$ cat config.mk
export PLATFORM = sky130hd
export DESIGN_NAME = tag_alloc_ctrl
export DESIGN_NICKNAME = d
export VERILOG_FILES = /design/src/rtl/dispatcher_pkg.sv /design/src/rtl/rr_arbiter.sv /design/src/rtl/tag_alloc_ctrl.sv
export SDC_FILE = /design/constraint.sdc
export NUM_CORES = 1
export LEC_CHECK = 0
export CELL_PAD_IN_SITES_DETAIL_PLACEMENT = 1
export CELL_PAD_IN_SITES_GLOBAL_PLACEMENT = 2
export CORE_MARGIN = 1
export CORE_UTILIZATION = 27
export DETAILED_ROUTE_END_ITERATION = 16
export GPL_TIMING_DRIVEN = 0
export PLACE_DENSITY = 0.86
export SLEW_MARGIN = 20
export SYNTH_ARGS = -nofsm -noshare
export SYNTH_HDL_FRONTEND = slang
export SYNTH_SLANG_ARGS = --single-unit
$ cat constraint.sdc
create_clock -name clk -period 4.6 [get_ports clk]
set_clock_uncertainty 0.2 [all_clocks]
set_input_delay 0.69 -clock clk [delete_from_list [all_inputs] [get_ports clk]]
set_output_delay 0.69 -clock clk [all_outputs]
set_load 0.05 [all_outputs]
$ cat src/rtl/dispatcher_pkg.sv
`default_nettype none
// +--------------------------------------------------------------------------+
// | dispatcher_pkg : shared tag types and controller state encoding          |
// | Rev 1.0                                                                  |
// +--------------------------------------------------------------------------+
package dispatcher_pkg;

  localparam int TAG_DEPTH = 64;
  localparam int TAG_W     = $clog2(TAG_DEPTH);

  typedef logic [TAG_W-1:0] tag_t;

  typedef enum logic [1:0] {
    TAC_CLR  = 2'd0,
    TAC_INIT = 2'd1,
    TAC_RUN  = 2'd2
  } tac_state_t;

endpackage
`default_nettype wire

$ cat src/rtl/rr_arbiter.sv
`default_nettype none
// +--------------------------------------------------------------------------+
// | rr_arbiter : one-hot round-robin grant starting at a rotating pointer    |
// | Rev 1.0                                                                  |
// +--------------------------------------------------------------------------+
module rr_arbiter #(
  parameter int NUM_REQ = 2
) (
  input  logic               clk,
  input  logic               rst,
  input  logic [NUM_REQ-1:0] req,
  input  logic               en,
  output logic [NUM_REQ-1:0] gnt
);

  localparam int PTR_W = (NUM_REQ > 1) ? $clog2(NUM_REQ) : 1;
  localparam int SUM_W = PTR_W + 1;

  logic [PTR_W-1:0] ptr_q, ptr_d;
  logic [SUM_W-1:0] pos;
  logic [PTR_W-1:0] idx;

  always_comb begin
    gnt   = '0;
    ptr_d = ptr_q;
    pos   = '0;
    idx   = '0;
    // Scan from the pointer, wrapping once; first hit wins.
    for (int i = 0; i < NUM_REQ; i++) begin
      pos = {1'b0, ptr_q} + SUM_W'(i);
      if (pos >= SUM_W'(NUM_REQ)) pos = pos - SUM_W'(NUM_REQ);
      idx = pos[PTR_W-1:0];
      if (en && (gnt == '0) && req[idx]) begin
        gnt[idx] = 1'b1;
        ptr_d    = (idx == PTR_W'(NUM_REQ - 1)) ? '0 : idx + PTR_W'(1);
      end
    end
  end

  always_ff @(posedge clk or posedge rst) begin
    if (rst) ptr_q <= '0;
    else     ptr_q <= ptr_d;
  end

endmodule
`default_nettype wire

$ cat src/rtl/tag_alloc_ctrl.sv
`default_nettype none
// +--------------------------------------------------------------------------+
// | tag_alloc_ctrl : fills the free-tag FIFO, arbitrates allocation, recycles |
// | CDB tags and tracks free count / error flags.                  Rev 1.0   |
// +--------------------------------------------------------------------------+
module tag_alloc_ctrl
  import dispatcher_pkg::*;
#(
  parameter int DEPTH      = TAG_DEPTH,
  parameter int DATA_WIDTH = $clog2(DEPTH),
  parameter int NUM_REQ    = 2
) (
  input  logic                  clk,
  input  logic                  rst,
  input  logic                  flush,
  input  logic [NUM_REQ-1:0]    req,
  output logic [NUM_REQ-1:0]    gnt,
  output logic [DATA_WIDTH-1:0] tag_out,
  input  logic [DATA_WIDTH-1:0] cdb_tag,
  input  logic                  cdb_tag_valid,
  output logic [DATA_WIDTH-1:0] cdb_tag_tf,
  output logic                  cdb_tag_tf_valid,
  output logic                  ren_tf,
  input  logic [DATA_WIDTH-1:0] tagout_tf,
  input  logic                  ff_tf,
  input  logic                  ef_tf,
  output logic                  fifo_clr,
  output logic                  init_done,
  output logic [DATA_WIDTH:0]   free_count,
  output logic                  err_ovf,
  output logic                  err_init_cdb
);

  localparam int                    CNT_W    = DATA_WIDTH + 1;
  localparam logic [CNT_W-1:0]      FULL_CNT = CNT_W'(DEPTH);
  localparam logic [DATA_WIDTH-1:0] LAST_TAG = DATA_WIDTH'(DEPTH - 1);

  tac_state_t            state_q, state_d;
  logic [DATA_WIDTH-1:0] fill_q, fill_d;
  logic [CNT_W-1:0]      free_q, free_d;
  logic                  err_ovf_q, err_ovf_d;
  logic                  err_init_cdb_q, err_init_cdb_d;
  logic                  grant_en;
  logic [NUM_REQ-1:0]    arb_gnt;

  // Outputs are forced quiet while rst is held, even though state sits in INIT.
  assign grant_en = (state_q == TAC_RUN) && !ef_tf && !rst;

  rr_arbiter #(.NUM_REQ(NUM_REQ)) u_arb (
    .clk (clk),
    .rst (rst),
    .req (req),
    .en  (grant_en),
    .gnt (arb_gnt)
  );

  always_comb begin
    gnt              = arb_gnt;
    ren_tf           = |arb_gnt;
    tag_out          = (|arb_gnt) ? tagout_tf : '0;
    cdb_tag_tf       = '0;
    cdb_tag_tf_valid = 1'b0;
    fifo_clr         = 1'b0;
    init_done        = 1'b0;
    if (!rst) begin
      case (state_q)
        TAC_CLR:  fifo_clr = 1'b1;
        TAC_INIT: begin
          cdb_tag_tf       = fill_q;
          cdb_tag_tf_valid = 1'b1;
        end
        TAC_RUN:  begin
          init_done        = 1'b1;
          cdb_tag_tf       = cdb_tag;
          cdb_tag_tf_valid = cdb_tag_valid;
        end
        default: ;
      endcase
    end
  end

  always_comb begin
    state_d = state_q;
    fill_d  = fill_q;
    free_d  = free_q;
    case (state_q)
      TAC_CLR: begin
        state_d = TAC_INIT;
        fill_d  = '0;
        free_d  = '0;
      end
      TAC_INIT: begin
        fill_d = (fill_q == LAST_TAG) ? '0 : fill_q + DATA_WIDTH'(1);
        if (fill_q == LAST_TAG) state_d = TAC_RUN;
        if (free_q != FULL_CNT) free_d = free_q + CNT_W'(1);
      end
      default: begin
        // A concurrent write and pop cancel out.
        if (cdb_tag_tf_valid && !ren_tf && (free_q != FULL_CNT))
          free_d = free_q + CNT_W'(1);
        else if (ren_tf && !cdb_tag_tf_valid && (free_q != '0))
          free_d = free_q - CNT_W'(1);
      end
    endcase
    if (flush) begin
      state_d = TAC_CLR;
      fill_d  = '0;
      free_d  = '0;
    end
    err_ovf_d      = err_ovf_q | ((state_q == TAC_RUN) && cdb_tag_valid && ff_tf);
    err_init_cdb_d = err_init_cdb_q | ((state_q != TAC_RUN) && cdb_tag_valid);
  end

  always_ff @(posedge clk or posedge rst) begin
    if (rst) begin
      state_q        <= TAC_INIT;
      fill_q         <= '0;
      free_q         <= '0;
      err_ovf_q      <= 1'b0;
      err_init_cdb_q <= 1'b0;
    end else begin
      state_q        <= state_d;
      fill_q         <= fill_d;
      free_q         <= free_d;
      err_ovf_q      <= err_ovf_d;
      err_init_cdb_q <= err_init_cdb_d;
    end
  end

  assign free_count   = free_q;
  assign err_ovf      = err_ovf_q;
  assign err_init_cdb = err_init_cdb_q;

endmodule
`default_nettype wire

==> results.json, run 1 <==
{
  "dp_hpwl_um": 3190,
  "ff2ff_setup_slack_ns": 1.67,
  "worst_slew_pin_slew_ns": 0.912,
  "holdBufCountCts": 0,
  "fin_cells": 282,
  "fin_nets": 243,
  "rsz0062_at_grt": "no",
  "cp.arrival_ns": 2.71,
  "grt_usage_pct": 17.3,
  "wl_per_cell_um": 15.0,
  "cp-end-kind": "output port",
  "required_ns": 3.71,
  "yosysSeqAreaShare_pct": 33.0,
  "h-tree-depth": 1,
  "cts_tree": "done",
  "slowest_stage": "clkdlybuf4s50_1",
  "ir_worst_vdd_uv": 147,
  "cts_sinks": 18,
  "cpMostUsedCell": "clkdlybuf4s50_1",
  "coreArea_um2": 4820,
  "drc": 0,
  "fin_crit_ns": 3.60,
  "cts.clk_slew.worst_paths_ns": 0.08,
  "hold_start": "err_init_cdb",
  "ys_types": 49,
  "r2r-end": "free_count[5]",
  "avgSynthCellArea_um2": 8.30,
  "finalMaxSlewViolations": 0,
  "pin_count": 47,
  "initial_core_util_pct": 28.4,
  "hold_violations": 0,
  "min_to": "err_init_cdb",
  "grt_overflow_total": 0,
  "hold_depth": 1,
  "hold_path.class": "flip-flop to flip-flop",
  "cp_cell_sequence": "clkdlybuf4s50_1, nor3b_4, nand2_1, a21oi_1, clkdlybuf4s50_1",
  "grt_max_degree": 19,
  "drt-vias-per-instance": 5.05,
  "die-area_um2": 5360,
  "cp-start-kind": "input port",
  "diodes": 0,
  "cp_slowest_stage_delay_ns": 0.82,
  "drive_above_1_share_pct": 6.98,
  "setup_violations": 0,
  "synth_area_um2": 1370,
  "r2r_cells": 6,
  "die_width_um": 73.2,
  "grt_pass1_vias": 1405,
  "rows": 25,
  "syn_inst": 165,
  "cts_root_buffer": "clkbuf_8",
  "finalWirelength_um": 4240,
  "synth_edf_count": 0,
  "critPathBufInv": 2,
  "powerDensity_nw_per_um2": 280,
  "clkLatencyLatePin_ns": 0.26,
  "ys_warn_count": 0,
  "dp_cells": 278,
  "via_count": 1425,
  "critPathTopFamily": "buffers and inverters",
  "fillCellCount": 613,
  "cts_buffers": 3,
  "antenna_found_initial": 0,
  "fin_crit_sh_pct": 78.3,
  "maxCapViolations": 0,
  "relSlewSlack_pct": 38.7,
  "path_class": "input port to output port",
  "syn2layout_area_growth_pct": 43.7,
  "fmax_ghz": 0.278,
  "path_max_fanout": 10,
  "portBuffers": 46,
  "ys_seq_elements": 18,
  "clk_path_buf_depth": 2,
  "setup-tns-final_ns": 0,
  "drtIter0Drc": 59,
  "grt_pass1_wl_um": 7110,
  "drtAntennaViolNets": 0,
  "regArea_um2": 452,
  "syn_nets": 192,
  "dr.pass1.iters": 4,
  "ctsResizeCount": 0,
  "status": "finished clean",
  "die_h_um": 73.2,
  "post-cts-setup-buffer-count": 0,
  "p_leak_nw": 0.798,
  "worstReg2RegStart": "state_q[0]",
  "gp_congestion": 0.803,
  "synthArstFlopShare_pct": 100,
  "dominantRegCellSynth": "dfrtp_1",
  "multi_input_area_um2": 840
}
==> layout make-up <==
| class | instances | area share, % |
|---|---|---|
| repair buffers | 46 | 23.4 |
| multi-input cells | 130 | 42.6 |
| inverters | 10 | 1.91 |
| flip-flops and latches | 18 | 22.9 |
| well taps | 67 | 4.26 |
| plain buffers | 7 | 2.10 |
| clock buffers | 4 | 2.80 |
==> cell usage after synthesis (2+ instances only) <==
library cell / instances / area (um^2)
buf_2: 3 / 15.0
nand2_1: 15 / 56.3
o22ai_1: 3 / 18.8
o2bb2ai_1: 2 / 17.5
nor2_1: 17 / 63.8
xnor2_1: 3 / 26.3
and3_1: 12 / 75.1
a22o_1: 4 / 35.0
inv_1: 10 / 37.5
nand3_1: 6 / 30.0
clkbuf_1: 2 / 7.51
nor3_1: 3 / 15.0
ha_1: 7 / 87.6
xor2_1: 2 / 17.5
o21ai_0: 13 / 65.1
a22oi_1: 6 / 45.0
dfrtp_1: 17 / 425
nand2b_1: 3 / 18.8
a21oi_1: 7 / 35.0
==> registers in the layout, indices dropped and copies added, names as in the netlist <==
signal and flops:
free_count 7, fill_q 6, state_q 2, err_init_cdb 1
err_ovf 1, u_arb.ptr_q 1
==> power breakdown <==
part / switching, mW / total (mW) / internal [mW]
clock: 0.0607 / 0.137 / 0.0762
combinational: 0.133 / 0.221 / 0.0876
sequential: 0.0222 / 0.194 / 0.172
==> worst max path at each step <==
stage	start	endpoint	slack (ns)	depth (start not counted)
after floorplan	state_q[0]	gnt[1]	1.84	6
after global placement	rst	gnt[1]	0.99	5
after detailed placement	rst	gnt[1]	1.00	5
after CTS	rst	gnt[1]	0.99	5
after global routing	rst	gnt[1]	0.83	5
final	rst	gnt[1]	1.0	5
==> routing by layer <==
| metal | vias to the layer above | global-route usage, % | wire [um] |
|---|---|---|---|
| met4 | 0 | 5.23 | 51 |
| met2 | 38 | 27.3 | 1830 |
| met1 | 684 | 24.5 | 2150 |
| met3 | 4 | 2.07 | 205 |
| met5 | - | 0 | 0 |
| li1 | 699 | - | - |
==> logic make-up after synthesis <==
family	after synthesis	share of synthesized area [%]
and+or+nand+nor	66	25.1
xor gates and xnor gates	5	3.20
adders and majority gates	7	6.39
AOI/OAI and AO/OA	51	25.8
buffers and inverters	17	5.75
muxes	1	0.731
DFF	18	33.0
==> metrics by stage <==
step	hold slack [ns]	setup slack, ns	instance area (um^2)	util (%)	total power, mW
floorplan	0.279	1.84	1370	-	0.339
global placement	0.241	0.987	1910	39.7	0.416
detailed placement	0.246	1.00	1910	39.7	0.417
CTS	0.265	0.990	1970	40.9	0.556
global route	0.272	0.826	1970	40.9	0.584
finish	0.262	0.996	1970	40.9	0.552
==> worst reg2reg max path: cells and delay by family, from the launching register on <==
kind                     cells  cell delay, ns
AO/OA/AOI/OAI                2            0.65
adder cells (fa/ha/maj)      1            0.28
buffers and inverters        1            0.07
flip-flops                   1            0.54
AND/OR/NAND/NOR              2            1.11
==> cells in the final DEF, fill, tap and decap left out, drive strengths merged, types with 4 or more instances in the layout <==
master,n
ha,7
and3,12
clkbuf,6
a21oi,7
nor2,17
buf,5
nand2,15
dfrtp,17
o21ai,14
a22oi,6
clkdlybuf4s50,46
a22o,4
nand3,6
inv,10
Power figures use the tool's default switching activity.
==> inputs of run 2 (changes only) <==
CORE_UTILIZATION = 23   (was 27)
PLACE_DENSITY = 0.78   (was 0.86)
clock period = 3.1 ns   (was 4.6 ns; I/O delays follow)
==> run 2 against run 1 <==
  * Register-to-register slack worse by 1.5 ns
  * Core utilization down 5.6 points
  * Clock power up 49%
  * Sequential power up 48%
  * Via count down 0.91%
  * Die area up 17%
  * Global-route usage down 2.9 points
  * Critical path depth unchanged
  * Clock-buffer cell count unchanged
  * Sequential share of layout area down 0.13 points
  * Cell count up 1.8%
  * Total power up 48%
==> results.json, run 2 (same netlist as run 1, synthesis figures left out) <==
{
  "status": "finished clean",
  "cpMostUsedCell": "clkdlybuf4s50_1",
  "worst_slew_pin_slew_ns": 0.923,
  "h-tree-depth": 1,
  "dpl_cell_area_um2": 1920,
  "via_count": 1412,
  "die_width_um": 79.2,
  "antenna_found_initial": 0,
  "worstReg2RegStart": "state_q[0]",
  "clkPwrFrac_pct": 24.9,
  "critPathBufInv": 3,
  "r2r-end": "free_count[5]",
  "grt_max_degree": 19,
  "grt_pass1_wl_um": 7110,
  "layout_commonest_cell": "clkdlybuf4s50_1",
  "required_ns": 2.43,
  "cp_slowest_stage_delay_ns": 0.83,
  "ir_worst_vdd_uv": 223,
  "use_met1_pct": 20.4,
  "post-cts-setup-buffer-count": 0,
  "cts_buffers": 3,
  "rsz0062_at_grt": "no",
  "p_int_uw": 499,
  "fin_cells": 287,
  "rows": 27,
  "cts_sinks": 18,
  "syn2layout_area_growth_pct": 44.6,
  "grt_pass1_vias": 1385,
  "largest_register_ffs": 7,
  "min_to": "err_ovf",
  "final_cell_mix": "clkdlybuf4s50_1, nor2_1, dfrtp_1",
  "powerDensity_nw_per_um2": 413,
  "fin_nets": 243,
  "cts.clk_slew.worst_paths_ns": 0.07,
  "holdBufCountCts": 0,
  "die-area_um2": 6270,
  "drive_above_1_share_pct": 7.44,
  "fin_crit_ns": 2.99,
  "grt_use_met3_pct": 2.53,
  "cp-end-kind": "output port",
  "die_h_um": 79.2,
  "dr.pass1.iters": 4,
  "p_leak_nw": 0.957,
  "cp_cell_sequence": "clkdlybuf4s50_1, nand2b_1, buf_2, nor2_1, clkdlybuf4s50_1",
  "cts_tree": "done",
  "drtAntennaViolNets": 0,
  "diodes": 0,
  "pin_count": 47,
  "path_max_fanout": 10,
  "finalMaxSlewViolations": 0,
  "met2_usage_pct": 22.0,
  "whs_ns": 0.273,
  "cp.arrival_ns": 2.32,
  "dp_hpwl_um": 3160,
  "path_class": "input port to output port",
  "clkLatencyLatePin_ns": 0.26,
  "hold_path.class": "flip-flop to flip-flop",
  "fin_crit_sh_pct": 96.4,
  "gp_congestion": 0.776,
  "r2r_cells": 6,
  "fmax_ghz": 0.335,
  "wl_per_cell_um": 14.8,
  "relSlewSlack_pct": 38.0,
  "drt-vias-per-instance": 4.92,
  "finalWirelength_um": 4240,
  "hold_violations": 0,
  "initial_core_util_pct": 24.4,
  "setup_violations": 0,
  "grt.busiest_layer": "met2",
  "slowest_stage": "clkdlybuf4s50_1",
  "critPathTopFamily": "buffers and inverters",
  "portBuffers": 46,
  "seqPwrFrac_pct": 35.2,
  "grt_overflow_total": 0,
  "power_frac_comb_pct": 39.9,
  "clk_path_buf_depth": 2,
  "coreArea_um2": 5610,
  "cts_root_buffer": "clkbuf_8",
  "maxCapViolations": 0,
  "grt_usage_pct": 14.4,
  "drtIter0Drc": 36,
  "cp-start-kind": "input port",
  "fin_area_um2": 1980,
  "switching_share_pct": 39.0,
  "ff2ff_setup_slack_ns": 0.16,
  "drc": 0,
  "crit_start": "rst",
  "dp_cells": 283,
  "hold_start": "err_ovf",
  "hold_depth": 1,
  "p_switching_uw": 320
}
## run 2: what timing repair did
item	in CTS	in global routing
cloned	0	0
endpoints found under the setup margin	15	6
gates resized for setup	10	6
## run 2: cell type report
cell class	count	area (um^2)
plain buffers	7	42.5
clock buffers	4	55.1
fillers	692	3630
inverters	10	37.5
multi-input cells	130	840
flip-flops and latches	18	452
well taps	72	90.1
repair buffers	46	464
## run 2: per-stage QoR
stage / TNS, ns / power [mW] / util, % / worst slack, ns
global route: 0 / 0.871 / 35.3 / 0.00580
detailed placement: -0.456 / 0.619 / 34.2 / -0.0816
finish: 0 / 0.818 / 35.3 / 0.111
CTS: 0 / 0.834 / 35.1 / 0.00937
floorplan: 0 / 0.504 / - / 0.422
global placement: -0.466 / 0.618 / 34.2 / -0.0825
## run 2: power by group through the flow
stage / clock network, mW / registers (mW) / logic [mW]
finish: 0.204 / 0.288 / 0.326
global route: 0.220 / 0.293 / 0.357
CTS: 0.216 / 0.289 / 0.329
detailed placement: 0 / 0.293 / 0.326
global placement: 0 / 0.293 / 0.326
floorplan: 0 / 0.338 / 0.166
## run 2: how the worst max path moves through the flow
stage | cells past startpoint | endpoint | slack [ns]
2_1_floorplan | 9 | free_count[4] | 0.42
3_3_place_gp | 5 | free_count[5] | -0.08
3_5_place_dp | 5 | free_count[6] | -0.08
4_1_cts | 5 | cdb_tag_tf[2] | 0.009
5_1_grt | 6 | cdb_tag_tf_valid | 0.006
6_report | 5 | cdb_tag_tf_valid | 0.11
## run 2: layer usage
layer  part of all wire, %  up-vias
li1                      -      701
met1                    51      675
met2                    42       31
met3                   5.0        5
met4                   1.1        0
met5                     0        -
